===== config.mk =====
export PLATFORM = sky130hd
export DESIGN_NAME = s_axil_regfile
export DESIGN_NICKNAME = d
export VERILOG_FILES = /design/src/rtl/axil_pkg.sv /design/src/rtl/axil_addr_decode.sv /design/src/rtl/s_axil_regfile.sv
export SDC_FILE = /design/constraint.sdc
export NUM_CORES = 1
export LEC_CHECK = 0
export ABC_AREA = 1
export CORE_UTILIZATION = 50
export DETAILED_ROUTE_END_ITERATION = 7
export PLACE_DENSITY = 0.92
export SETUP_SLACK_MARGIN = 0.3
export SYNTH_ARGS = -nofsm -noshare
export SYNTH_HDL_FRONTEND = slang
export SYNTH_HIERARCHICAL = 1
export SYNTH_SLANG_ARGS = --single-unit

===== constraint.sdc =====
create_clock -name clk -period 13.8 [get_ports clk]
set_clock_uncertainty 0.05 [all_clocks]
set_input_delay 2.07 -clock clk [delete_from_list [all_inputs] [get_ports clk]]
set_output_delay 2.07 -clock clk [all_outputs]
set_load 0.005 [all_outputs]

===== src/rtl/axil_pkg.sv =====
// Shared AXI4-Lite register-bank definitions: response codes, channel FSM states and fixed register slots.
package axil_pkg;

  localparam logic [1:0] RESP_OKAY   = 2'b00;
  localparam logic [1:0] RESP_SLVERR = 2'b10;
  localparam logic [1:0] RESP_DECERR = 2'b11;

  typedef enum logic {W_IDLE, W_RESP} wr_state_t;
  typedef enum logic {R_IDLE, R_DATA} rd_state_t;

  localparam int REG_CTRL   = 0;
  localparam int REG_STATUS = 1;

endpackage


===== src/rtl/axil_addr_decode.sv =====
// Combinational byte-address to register-index decode; zero latency, no flow control.
// Addresses below BASE_ADDR or past the bank, or not word aligned, report a miss.
module axil_addr_decode #(
  parameter int                    ADDR_WIDTH = 32,
  parameter int                    DATA_WIDTH = 32,
  parameter int                    REG_COUNT  = 6,
  parameter logic [ADDR_WIDTH-1:0] BASE_ADDR  = ADDR_WIDTH'(32'hA3DD0000),
  parameter int                    IDX_W      = $clog2(REG_COUNT)
) (
  input  logic [ADDR_WIDTH-1:0] addr_i,
  output logic                  hit_o,
  output logic [IDX_W-1:0]      idx_o
);

  localparam logic [ADDR_WIDTH-1:0] BYTES = ADDR_WIDTH'(DATA_WIDTH / 8);
  localparam logic [ADDR_WIDTH-1:0] SPAN  = ADDR_WIDTH'(REG_COUNT * (DATA_WIDTH / 8));

  logic [ADDR_WIDTH-1:0] off;

  always_comb begin
    off = addr_i - BASE_ADDR;
    // The explicit lower-bound test stops a wrapped subtraction from aliasing into the bank.
    hit_o = (addr_i >= BASE_ADDR) && (off < SPAN) && ((off % BYTES) == '0);
    idx_o = IDX_W'(off / BYTES);
  end

endmodule


===== src/rtl/s_axil_regfile.sv =====
// AXI4-Lite slave register bank: B one cycle after both AW and W are held, R one cycle after AR.
// Each channel holds its response until accepted and stalls new requests on that channel meanwhile.
module s_axil_regfile
  import axil_pkg::*;
#(
  parameter int                    DATA_WIDTH = 32,
  parameter int                    ADDR_WIDTH = 32,
  parameter int                    REG_COUNT  = 6,
  parameter logic [ADDR_WIDTH-1:0] BASE_ADDR  = ADDR_WIDTH'(32'hA3DD0000)
) (
  input  logic                            clk,
  input  logic                            areset,
  input  logic [ADDR_WIDTH-1:0]           awaddr_i,
  input  logic                            awvalid_i,
  output logic                            awready_o,
  input  logic [DATA_WIDTH-1:0]           wdata_i,
  input  logic [DATA_WIDTH/8-1:0]         wstrb_i,
  input  logic                            wvalid_i,
  output logic                            wready_o,
  output logic [1:0]                      bresp_o,
  output logic                            bvalid_o,
  input  logic                            bready_i,
  input  logic [ADDR_WIDTH-1:0]           araddr_i,
  input  logic                            arvalid_i,
  output logic                            arready_o,
  output logic [DATA_WIDTH-1:0]           rdata_o,
  output logic [1:0]                      rresp_o,
  output logic                            rvalid_o,
  input  logic                            rready_i,
  output logic [REG_COUNT*DATA_WIDTH-1:0] regs_o,
  input  logic [DATA_WIDTH-1:0]           status_i,
  output logic                            start_o
);

  localparam int                STRB_W     = DATA_WIDTH / 8;
  localparam int                IDX_W      = $clog2(REG_COUNT);
  localparam logic [IDX_W-1:0]  IDX_CTRL   = IDX_W'(REG_CTRL);
  localparam logic [IDX_W-1:0]  IDX_STATUS = IDX_W'(REG_STATUS);

  wr_state_t             w_state_q;
  logic                  aw_held_q, w_held_q;
  logic [ADDR_WIDTH-1:0] awaddr_q;
  logic [DATA_WIDTH-1:0] wdata_q;
  logic [STRB_W-1:0]     wstrb_q;
  logic                  bvalid_q, start_q, start_d;
  logic [1:0]            bresp_q, bresp_d;

  rd_state_t             r_state_q;
  logic                  rvalid_q;
  logic [1:0]            rresp_q;
  logic [DATA_WIDTH-1:0] rdata_q;

  logic [DATA_WIDTH-1:0] regs_q [REG_COUNT];
  logic [DATA_WIDTH-1:0] regs_d [REG_COUNT];

  logic                  aw_hs, w_hs, ar_hs, commit;
  logic [ADDR_WIDTH-1:0] aw_addr_eff;
  logic [DATA_WIDTH-1:0] wdata_eff;
  logic [STRB_W-1:0]     wstrb_eff;
  logic                  aw_hit, ar_hit;
  logic [IDX_W-1:0]      aw_idx, ar_idx;
  logic [DATA_WIDTH-1:0] rd_word;

  assign awready_o = (w_state_q == W_IDLE) && !aw_held_q;
  assign wready_o  = (w_state_q == W_IDLE) && !w_held_q;
  assign arready_o = (r_state_q == R_IDLE);
  assign bvalid_o  = bvalid_q;
  assign bresp_o   = bresp_q;
  assign start_o   = start_q;
  assign rvalid_o  = rvalid_q;
  assign rresp_o   = rresp_q;
  assign rdata_o   = rdata_q;

  assign aw_hs = awvalid_i && awready_o;
  assign w_hs  = wvalid_i && wready_o;
  assign ar_hs = arvalid_i && arready_o;

  // A beat arriving this cycle is used directly so AW+W together commit without a bubble.
  assign aw_addr_eff = aw_held_q ? awaddr_q : awaddr_i;
  assign wdata_eff   = w_held_q ? wdata_q : wdata_i;
  assign wstrb_eff   = w_held_q ? wstrb_q : wstrb_i;
  assign commit      = (w_state_q == W_IDLE) && (aw_held_q || aw_hs) && (w_held_q || w_hs);

  axil_addr_decode #(
    .ADDR_WIDTH(ADDR_WIDTH), .DATA_WIDTH(DATA_WIDTH), .REG_COUNT(REG_COUNT),
    .BASE_ADDR(BASE_ADDR), .IDX_W(IDX_W)
  ) u_aw_decode (
    .addr_i(aw_addr_eff),
    .hit_o (aw_hit),
    .idx_o (aw_idx)
  );

  axil_addr_decode #(
    .ADDR_WIDTH(ADDR_WIDTH), .DATA_WIDTH(DATA_WIDTH), .REG_COUNT(REG_COUNT),
    .BASE_ADDR(BASE_ADDR), .IDX_W(IDX_W)
  ) u_ar_decode (
    .addr_i(araddr_i),
    .hit_o (ar_hit),
    .idx_o (ar_idx)
  );

  always_comb begin
    regs_d  = regs_q;
    bresp_d = RESP_OKAY;
    start_d = 1'b0;
    if (commit) begin
      if (!aw_hit) begin
        bresp_d = RESP_DECERR;
      end else if (aw_idx == IDX_STATUS) begin
        bresp_d = RESP_SLVERR;
      end else begin
        for (int b = 0; b < STRB_W; b++) begin
          if (wstrb_eff[b]) regs_d[aw_idx][b*8 +: 8] = wdata_eff[b*8 +: 8];
        end
        if (aw_idx == IDX_CTRL) begin
          start_d = wstrb_eff[0] && wdata_eff[0];
          regs_d[IDX_CTRL][0] = 1'b0;
        end
      end
    end
  end

  always_ff @(posedge clk or posedge areset) begin
    if (areset) begin
      for (int i = 0; i < REG_COUNT; i++) regs_q[i] <= '0;
    end else begin
      regs_q <= regs_d;
    end
  end

  always_ff @(posedge clk or posedge areset) begin
    if (areset) begin
      w_state_q <= W_IDLE;
      aw_held_q <= 1'b0;
      w_held_q  <= 1'b0;
      awaddr_q  <= '0;
      wdata_q   <= '0;
      wstrb_q   <= '0;
      bvalid_q  <= 1'b0;
      bresp_q   <= RESP_OKAY;
      start_q   <= 1'b0;
    end else begin
      start_q <= start_d;
      case (w_state_q)
        W_IDLE: begin
          if (aw_hs) begin
            aw_held_q <= 1'b1;
            awaddr_q  <= awaddr_i;
          end
          if (w_hs) begin
            w_held_q <= 1'b1;
            wdata_q  <= wdata_i;
            wstrb_q  <= wstrb_i;
          end
          if (commit) begin
            bvalid_q  <= 1'b1;
            bresp_q   <= bresp_d;
            w_state_q <= W_RESP;
          end
        end
        W_RESP: begin
          if (bready_i) begin
            bvalid_q  <= 1'b0;
            aw_held_q <= 1'b0;
            w_held_q  <= 1'b0;
            w_state_q <= W_IDLE;
          end
        end
        default: w_state_q <= W_IDLE;
      endcase
    end
  end

  // Reads sample regs_q, so a same-edge write is not yet visible.
  assign rd_word = (ar_idx == IDX_STATUS) ? status_i : regs_q[ar_idx];

  always_ff @(posedge clk or posedge areset) begin
    if (areset) begin
      r_state_q <= R_IDLE;
      rvalid_q  <= 1'b0;
      rresp_q   <= RESP_OKAY;
      rdata_q   <= '0;
    end else begin
      case (r_state_q)
        R_IDLE: begin
          if (ar_hs) begin
            rvalid_q  <= 1'b1;
            rdata_q   <= ar_hit ? rd_word : '0;
            rresp_q   <= ar_hit ? RESP_OKAY : RESP_DECERR;
            r_state_q <= R_DATA;
          end
        end
        R_DATA: begin
          if (rready_i) begin
            rvalid_q  <= 1'b0;
            r_state_q <= R_IDLE;
          end
        end
        default: r_state_q <= R_IDLE;
      endcase
    end
  end

  // Slot 1 has no storage; its live value is only visible through the read channel.
  for (genvar i = 0; i < REG_COUNT; i++) begin : g_regs_o
    assign regs_o[i*DATA_WIDTH +: DATA_WIDTH] = regs_q[i];
  end

endmodule


Yosys cells after proc, flatten, opt, wreduce, memory -nomap -nowiden
Index checks and enable logic that the tools add are counted.
{ "totals": {"word_cells": 127, "ff_bits": 303} }
{ "op_classes": {"n_mux": 57, "reduce_logical": 29, "n_addsub": 2, "n_eq_ne": 8, "bitwise_logic": 5, "order_cmp": 7} }
{ "op_table": {"columns": ["op", "count"], "rows": [
  ["192-bit 2-to-1 mux", 13],
  ["192-bit bitwise mux", 4],
  ["32-bit demux with 3-bit select", 4],
  ["32-bit 2-to-1 mux", 7],
  ["32-bit binary-select mux with 3-bit select", 1],
  ["32-bit >= comparator (second input constant)", 2],
  ["32-bit zero test", 2],
  ["32-bit by 5-bit less-than comparator with 1-bit output (second input constant)", 2],
  ["32-bit subtractor (second input constant)", 2],
  ["24-bit 2-to-1 mux", 1],
  ["16-bit 2-to-1 mux", 1],
  ["2-bit AND reduction", 8],
  ["1-bit 2-to-1 mux", 15],
  ["1-bit logical AND", 13],
  ["1-bit one-hot mux with 2 select lines", 6],
  ["2-bit != test (second input constant)", 5],
  ["4-bit >= comparator (second input constant)", 2],
  ["8-bit 2-to-1 mux", 1],
  ["3-bit inverter with 4-bit output", 2],
  ["3-bit by 1-bit equality test with 1-bit output (second input constant)", 2],
  ["2-bit 2-to-1 mux", 3],
  ["4-bit by 1-bit less-than comparator with 1-bit output (second input constant)", 1],
  ["4-bit 2-to-1 mux", 1],
  ["3-bit zero test", 1],
  ["5 further kinds", 9]
]} }

Depth between registers and ports, before layout
Gate-level depths: netlist (run 1).
{ "logic_depth": {"word_depth": 25, "ltp_mapped": 23, "depth_no_buf": 19} }

Cells and area by module
The synthesis (run 1) kept the hierarchy.
{ "by_module_without_submodules": {"columns": ["mod", "instances", "area_each_um2", "seq_area_each_um2", "cells_per_inst"], "rows": [
  ["s_axil_regfile", 1, 14212.4, 7557.2, 1830],
  ["axil_addr_decode", 2, 436.7, 0.0, 100]
]} }

Worst setup path before layout (run 1)
Ideal clock, no wire load.
{ "synth_path": {"path_kind": "input port to flip-flop", "startpoint": "input port awaddr_i[24]", "endpoint": "register regs_q (netlist bit regs_o[164])", "arrival_ns": 4.131, "setup_slack_ns": 9.501, "path_stages": 19, "required_time_ns": 13.632, "setup_ns": 0.118, "path_buffers": 2, "path_cell_list": "inv_1 o21ai_0 nand2_2 nor2_2 nor2_1 nand2_1 nand3_1 nor2_1 nand2_1 nor2_1 nand2_1 nor2_2 nand3_4 nor2_4 buf_6 buf_6 nand3_2 nand2_1 nand2_1"} }
{ "synth_between": {"elab_chain_len": 6, "elab_cells_between_ends": 7, "cone_classes": "add/sub: 1; order compare: 2; mux: 1; reduce/logical: 3"} }
{ "synth_rtl": {"columns": ["element", "line_no", "source"], "rows": [
  ["from (decl)", "s_axil_regfile.sv:13", "input logic [ADDR_WIDTH-1:0] awaddr_i,"],
  ["32-bit 2-to-1 mux *", "s_axil_regfile.sv:79", "assign aw_addr_eff = aw_held_q ? awaddr_q : awaddr_i;"],
  ["via aw_addr_eff[24]", "s_axil_regfile.sv:57", "logic [ADDR_WIDTH-1:0] aw_addr_eff;"],
  ["32-bit subtractor", "axil_addr_decode.sv:21", "off = addr_i - BASE_ADDR;"],
  ["32-bit by 5-bit less-than comparator with 1-bit output", "axil_addr_decode.sv:23", "hit_o = (addr_i >= BASE_ADDR) && (off < SPAN) && ((off % BYTES) == '0);"],
  ["1-bit logical AND * (2 in series)", "axil_addr_decode.sv:23", null],
  ["via aw_hit", "s_axil_regfile.sv:60", "logic aw_hit, ar_hit;"],
  ["3-bit AND reduction (no source line) *", null, null],
  ["to (signal assigned)", "s_axil_regfile.sv:127", "regs_q <= regs_d;"],
  ["to (decl)", "s_axil_regfile.sv:53", "logic [DATA_WIDTH-1:0] regs_q [REG_COUNT];"]
]} }
Mark *: on every way through the listed nets, which the timed path passes. The rest lies on a longest branch.
A chain may end at the register's enable or synchronous reset.

Final worst setup path (run 1)
{ "layout_path": {"startpoint": "input port awaddr_i[23]", "endpoint": "register regs_q (netlist bit regs_o[143])"} }
The elaborated chain is that of the path after synthesis.

==> results.ini, run 1 <==
[worst_setup_path]
critPathTopFamily=simple AND/OR/NAND/NOR gates
rrSetupSlack_ps=9340
crit_fanout=108
crit-reg2reg-launch=aw_held_q
cpMostUsedCell=nand2_1
r2r_end=regs_o[143]
worst-path-buf-inv=3
cp_cell_sequence=clkdlybuf4s50_1 > inv_1 > o21ai_0 > nand3_2 > nor2_2 > nor2_1 > nand2_1 > nand3_1 > nor2_1 > nand2_1 > nor2_1 > nand2_1 > nor2_2 > nand3_4 > nor2_4 > buf_4 > nand3_1 > nand2_1 > nand2_1
cp_data_arrival_time_ps=6100
startpoint_type=input pin
cp_slowest_stage_delay_ps=820
reg2reg_depth=18
cp_num_cells=19
required_ps=14140
crit_path_start=awaddr_i[23]
path_class=in2reg
crit_path_end_kind=register
slowest_stage=buf_4
endpoint=regs_o[143]

[timing]
tightest_slew_ps=1290
fmax_mhz=173
period_needed_ps=5770
rsz0062_at_grt=no
drv_slew=0
relSlewSlack_pct=12.9
fin_crit_sh_pct=41.8
finalHoldViolations=0
final-setup-viol-count=0
finalSetupTns_ps=0

[detailed_routing]
wl_per_cell_microns=17.9
drc_errors=0
firstDrtPassIters=6
antenna_left=0
viasPerCell=5.52
routed_wl_microns=48500
num_vias=14980
drtIter0Drc=1606

[die]
start_util_pct=50.9
fp-row-count=63
die_w_microns=176
num_io_pins=373
core_area_sq_um=29600
die_area_sq_um=30900
die_y_microns=176

[synth]
synth_nets=2169
synthArstFlopShare_pct=100
netlist_area_sq_um=15100
netlist.area_leader.share_pct=50.1
synth.area.top_cells=dfrtp_1, nand2_1, o21ai_0, nor2_1, nand4_1
yosysMostFrequentCell=nand2_1
yosysUniqueCellTypes=27
yosys_warnings=6
syn_inst=2030
yosysSeqAreaShare_pct=50.1
yosys-top-cells-count=nand2_1, dfrtp_1, o21ai_0
avgSynthCellArea_sq_um=7.43
synth_top_area_cell=dfrtp_1
synth-seq-cells=302
ys.flop_type=dfrtp_1
synth-edff-count=0

[placement]
detailed_place_hpwl_microns=33900
portBuffers=372
gp_congestion=0.994

[power]
peakVddDrop_mv=0.104
fin_total_pwr_mw=2.67
power_density_nw_per_um2=135
leakage_nw=9.93

[grt]
grt_max_degree=180
antenna_found_initial=2
grt.total_usage_pct=31.5
grt_overflow=0
grt_pass1_vias=14265
grt_pass1_wl_microns=76400

[clock_network]
cts_root_buf=clkbuf_16
ctsHoldBuffers=0
post_cts_resized=0
cts_max_level=2
post_cts_buffers=0
cts_tree=yes
clk_pin_slew_ps=60
clk_path_buf_depth=3
cts_sinks=302
clock_latency_ps=510
numCtsBuffers=34

[min_path]
hold_path.class=reg2reg
hold_depth=0

[run]
drv_cap=0

[layout]
drive_above_1_share_pct=4.22
final_nets=2442
area_delta_synth_final_pct=31.4
post-route-util_pct=66.9

[run_status]
outcome=finished clean

-- registers in the layout, indices dropped and copies added (netlist names) --
register,flops
rdata_o,32
w_held_q,1
wstrb_q,4
bresp_o,2
awaddr_q,32
rvalid_o,1
start_o,1
wdata_q,32
aw_held_q,1
w_state_q,1
rresp_o,1
bvalid_o,1
r_state_q,1
regs_o,192
-- power by group --
part	internal, mW	leakage [nW]	switching, mW	total (mW)
clock	0.527	0.539	0.356	0.884
sequential	0.988	4.09	0.0554	1.04
combinational	0.200	5.30	0.545	0.745
total	1.72	9.93	0.957	2.67
-- metal layers --
layer  GRT usage (%)  vias up  wire length, microns
met2            49.1      926                 21900
met4            14.2        2                  2060
met1            40.7     6952                 18700
li1                -     6964                     -
met5               0        -                    14
met3            8.81      136                  5890
-- through the flow --
step	hold slack, ps	setup WS, ps	area [sq um]	cells
finish	322	8030	19800	2715
global route	334	7700	19800	2715
CTS	327	8150	19800	2714
detailed placement	314	7670	18700	2657
global placement	315	7900	18700	2657
floorplan	367	3330	15100	2030
-- cell type report --
cell class              count  area (sq um)
fillers                  2390          9810
flip-flops and latches    302          7560
multi-input cells        1425          6280
repair buffers            385          3830
clock buffers              47           970
inverters                 155           589
well taps                 390           488
clock inverters            10           111
diodes                      1          2.50
-- cells by family (layout without fill, tap and decap cells) --
kind of cell | count (synthesis) | in the layout | share of synthesized area, %
compound gates | 282 | 282 | 9.99
buf+inv | 303 | 597 | 8.45
flops | 302 | 302 | 50.1
other cells | 0 | 1 | 0
simple gates | 1143 | 1143 | 31.5
-- how the worst min path moves through the flow --
stage	from	to
floorplan	r_state_q	rvalid_o
global placement	regs_o[48]	regs_o[48]
detailed placement	regs_o[43]	regs_o[43]
CTS	regs_o[63]	regs_o[63]
global route	regs_o[39]	regs_o[39]
finish	regs_o[63]	regs_o[63]
-- layout by cell type, fill, tap and decap left out, types with 2 or more instances in the layout --
cell / count
o21ai_2: 2
clkdlybuf4s50_1: 370
inv_1: 148
clkbuf_16: 34
nor2_1: 193
nor2_2: 8
o21ai_0: 239
clkbuf_1: 6
or2_2: 3
clkinv_2: 7
nand3b_1: 4
nand3_2: 6
nand2_2: 3
bufinv_16: 2
clkinv_1: 5
dfrtp_1: 301
clkbuf_8: 7
buf_4: 13
a21oi_1: 7
nand3_1: 63
nand2_1: 753
o21a_1: 31
nand4_1: 104
nor2_4: 3
No activity file was read; power rests on OpenSTA's default activity.
==> run 2: changes to the inputs <==
Clock period 13.8 ns to 5.9 ns, I/O delays scaled along.
==> run 2 against run 1 <==
Combinational power grew 120%; total power grew 130%; count of clock-buffer cells in the layout grew 1; die area did not move.
==> results.ini, run 2 (same netlist as run 1, synthesis figures left out) <==
[clock_network]
cts_tree=yes
numCtsBuffers=31  ; -8.8%
cts_root_buf=clkbuf_16
clk_path_buf_depth=3  ; unchanged
cts_max_level=1  ; -1
cts_sinks=302  ; unchanged
clock_latency_ps=570  ; +60 ps
ctsHoldBuffers=0  ; unchanged
post_cts_resized=0  ; unchanged
clk_pin_slew_ps=60  ; about the same
post_cts_buffers=0  ; unchanged

[min_path]
hold_end=regs_o[37]
hold_depth=0  ; unchanged
hold_path.class=reg2reg
min-delay-start=regs_o[37]

[timing]
rsz0062_at_grt=no
final-setup-viol-count=0  ; unchanged
period_needed_ps=4610
fin_crit_sh_pct=78.2
fmax_mhz=217
finalSetupTns_ps=0  ; unchanged
relSlewSlack_pct=5.16  ; -7.7 points
tightest_slew_ps=1410  ; +115 ps
drv_slew=0  ; unchanged
finalWorstSetupSlack_ps=1290  ; -6750 ps
finalHoldViolations=0  ; unchanged

[worst_setup_path]
startpoint_type=register
crit_path_end_kind=register
required_ps=6300  ; -7840 ps
crit-reg2reg-launch=aw_held_q
reg2reg_depth=19  ; +1
rrSetupSlack_ps=1290  ; -8050 ps
crit_fanout=35  ; -68%
path_class=reg2reg
cp_data_arrival_time_ps=5010  ; -1090 ps
r2r_end=regs_o[100]

[run_status]
outcome=finished clean

[grt]
grt_max_degree=94  ; -48%
grt_pass1_vias=14147  ; -0.83%
antenna_found_initial=4  ; +2
grt_pass1_wl_microns=76800  ; +0.56%
grt_overflow=0  ; unchanged
grt.total_usage_pct=31.6  ; +0.15 points

[layout]
layout_common_cells=nand2_1, clkdlybuf4s50_1, dfrtp_1
drive_above_1_share_pct=4.46  ; +0.24 points
largest_reg_flops=192  ; unchanged
final_nets=2449  ; +0.29%
area_delta_synth_final_pct=31.6
final_common_cell=nand2_1

[die]
die_y_microns=176  ; unchanged
fp-row-count=63  ; unchanged
num_io_pins=373  ; unchanged
die_area_sq_um=30900  ; unchanged
die_w_microns=176  ; unchanged
start_util_pct=50.9  ; unchanged
core_area_sq_um=29600  ; unchanged

[power]
p_sw_mw=2.23  ; +130%
leakage_nw=9.94  ; about the same
power_frac_seq_pct=41.1  ; +2.1 points
pwr-share-comb_pct=26.9  ; -1.0 points
power_density_nw_per_um2=310  ; +130%
peakVddDrop_mv=0.265  ; +160%
p_int_mw=3.93  ; +130%
pwr-share-clk_pct=32.0  ; -1.1 points
switching_share_pct=36.2  ; +0.35 points

[detailed_routing]
viasPerCell=5.44  ; -1.3%
firstDrtPassIters=6  ; unchanged
routed_wl_microns=49200  ; +1.3%
num_vias=14838  ; -0.95%
wl_per_cell_microns=18.0  ; +0.92%
drtIter0Drc=1376  ; -14%
drc_errors=0  ; unchanged
antenna_left=0  ; unchanged

[placement]
gp_congestion=1.00  ; +0.67%
detailed_place_hpwl_microns=35700  ; +5.3%
portBuffers=372  ; unchanged
place_ws_ps=1150  ; -6530 ps

[run]
drv_cap=0  ; unchanged

==> run 2: cell count changes in the layout (fill, tap and decap cells not counted), sizes merged <==
cell,change
clkinv,-4
clkbuf,+1
buf,+10
diode,+2
clkinvlp,+2
==> run 2: metrics by stage <==
stage               hold WS [ps]  cells  total power [mW]  area, sq um  utilization [%]
floorplan                    367   2030              3.64        15100                -
global placement             314   2667              4.11        18800             63.5
detailed placement           314   2667              4.18        18800             63.5
CTS                          329   2723              6.16        19800             66.9
global route                 335   2725              6.50        19800             67.0
finish                       324   2726              6.16        19800             67.0
==> run 2: final cells by class <==
cell class	instances	area (sq um)
inverter	155	586
clock buffer	48	920
timing repair buffer	395	3900
fill	2438	9790
sequential	302	7560
tap	390	488
multi-input combinational	1425	6280
clock inverter	8	108
antenna	3	7.51
==> run 2: critical path, stage by stage (launching register included) <==
cell	delay, ps
dfrtp_1	1000
buf_4	430
nand2_1	80
o21ai_0	220
nand2_1	150
nor2_1	200
nand2_1	90
nand2_1	70
nand2_1	70
nand2_1	120
nand3_1	80
nor2_1	100
nand2_1	70
nor2_2	140
nand3_4	120
nor2_4	610
buf_4	370
nand3_1	280
nand2_1	150
nand2_1	60
==> run 2: worst max path at each step <==
stage	startpoint	endpoint	depth (start not counted)
after detailed placement	awaddr_i[24]	regs_o[103]	19
after CTS	aw_held_q	regs_o[103]	19
after global routing	aw_held_q	regs_o[190]	17
final	aw_held_q	regs_o[100]	19
after floorplan	areset	aw_held_q	1
after global placement	awaddr_i[23]	regs_o[100]	19
==> run 2: power by group through the flow <==
stage | clock network (mW) | logic, mW | registers, mW
6_report | 1.97 | 1.66 | 2.53
5_1_grt | 2.09 | 1.85 | 2.57
4_1_cts | 2.00 | 1.63 | 2.53
3_5_place_dp | 0 | 1.62 | 2.56
2_1_floorplan | 0 | 1.20 | 2.44
3_3_place_gp | 0 | 1.57 | 2.55
==> run 2: routing by layer <==
| layer | wire length, microns | track usage (%) | share of wire [%] | vias up |
|---|---|---|---|---|
| met5 | 13 | 0 | 0.026 | - |
| met4 | 2270 | 14.9 | 4.6 | 2 |
| met3 | 5000 | 7.90 | 10 | 141 |
| met2 | 21900 | 48.9 | 45 | 766 |
| met1 | 19900 | 41.7 | 41 | 6922 |
| li1 | - | - | - | 7007 |
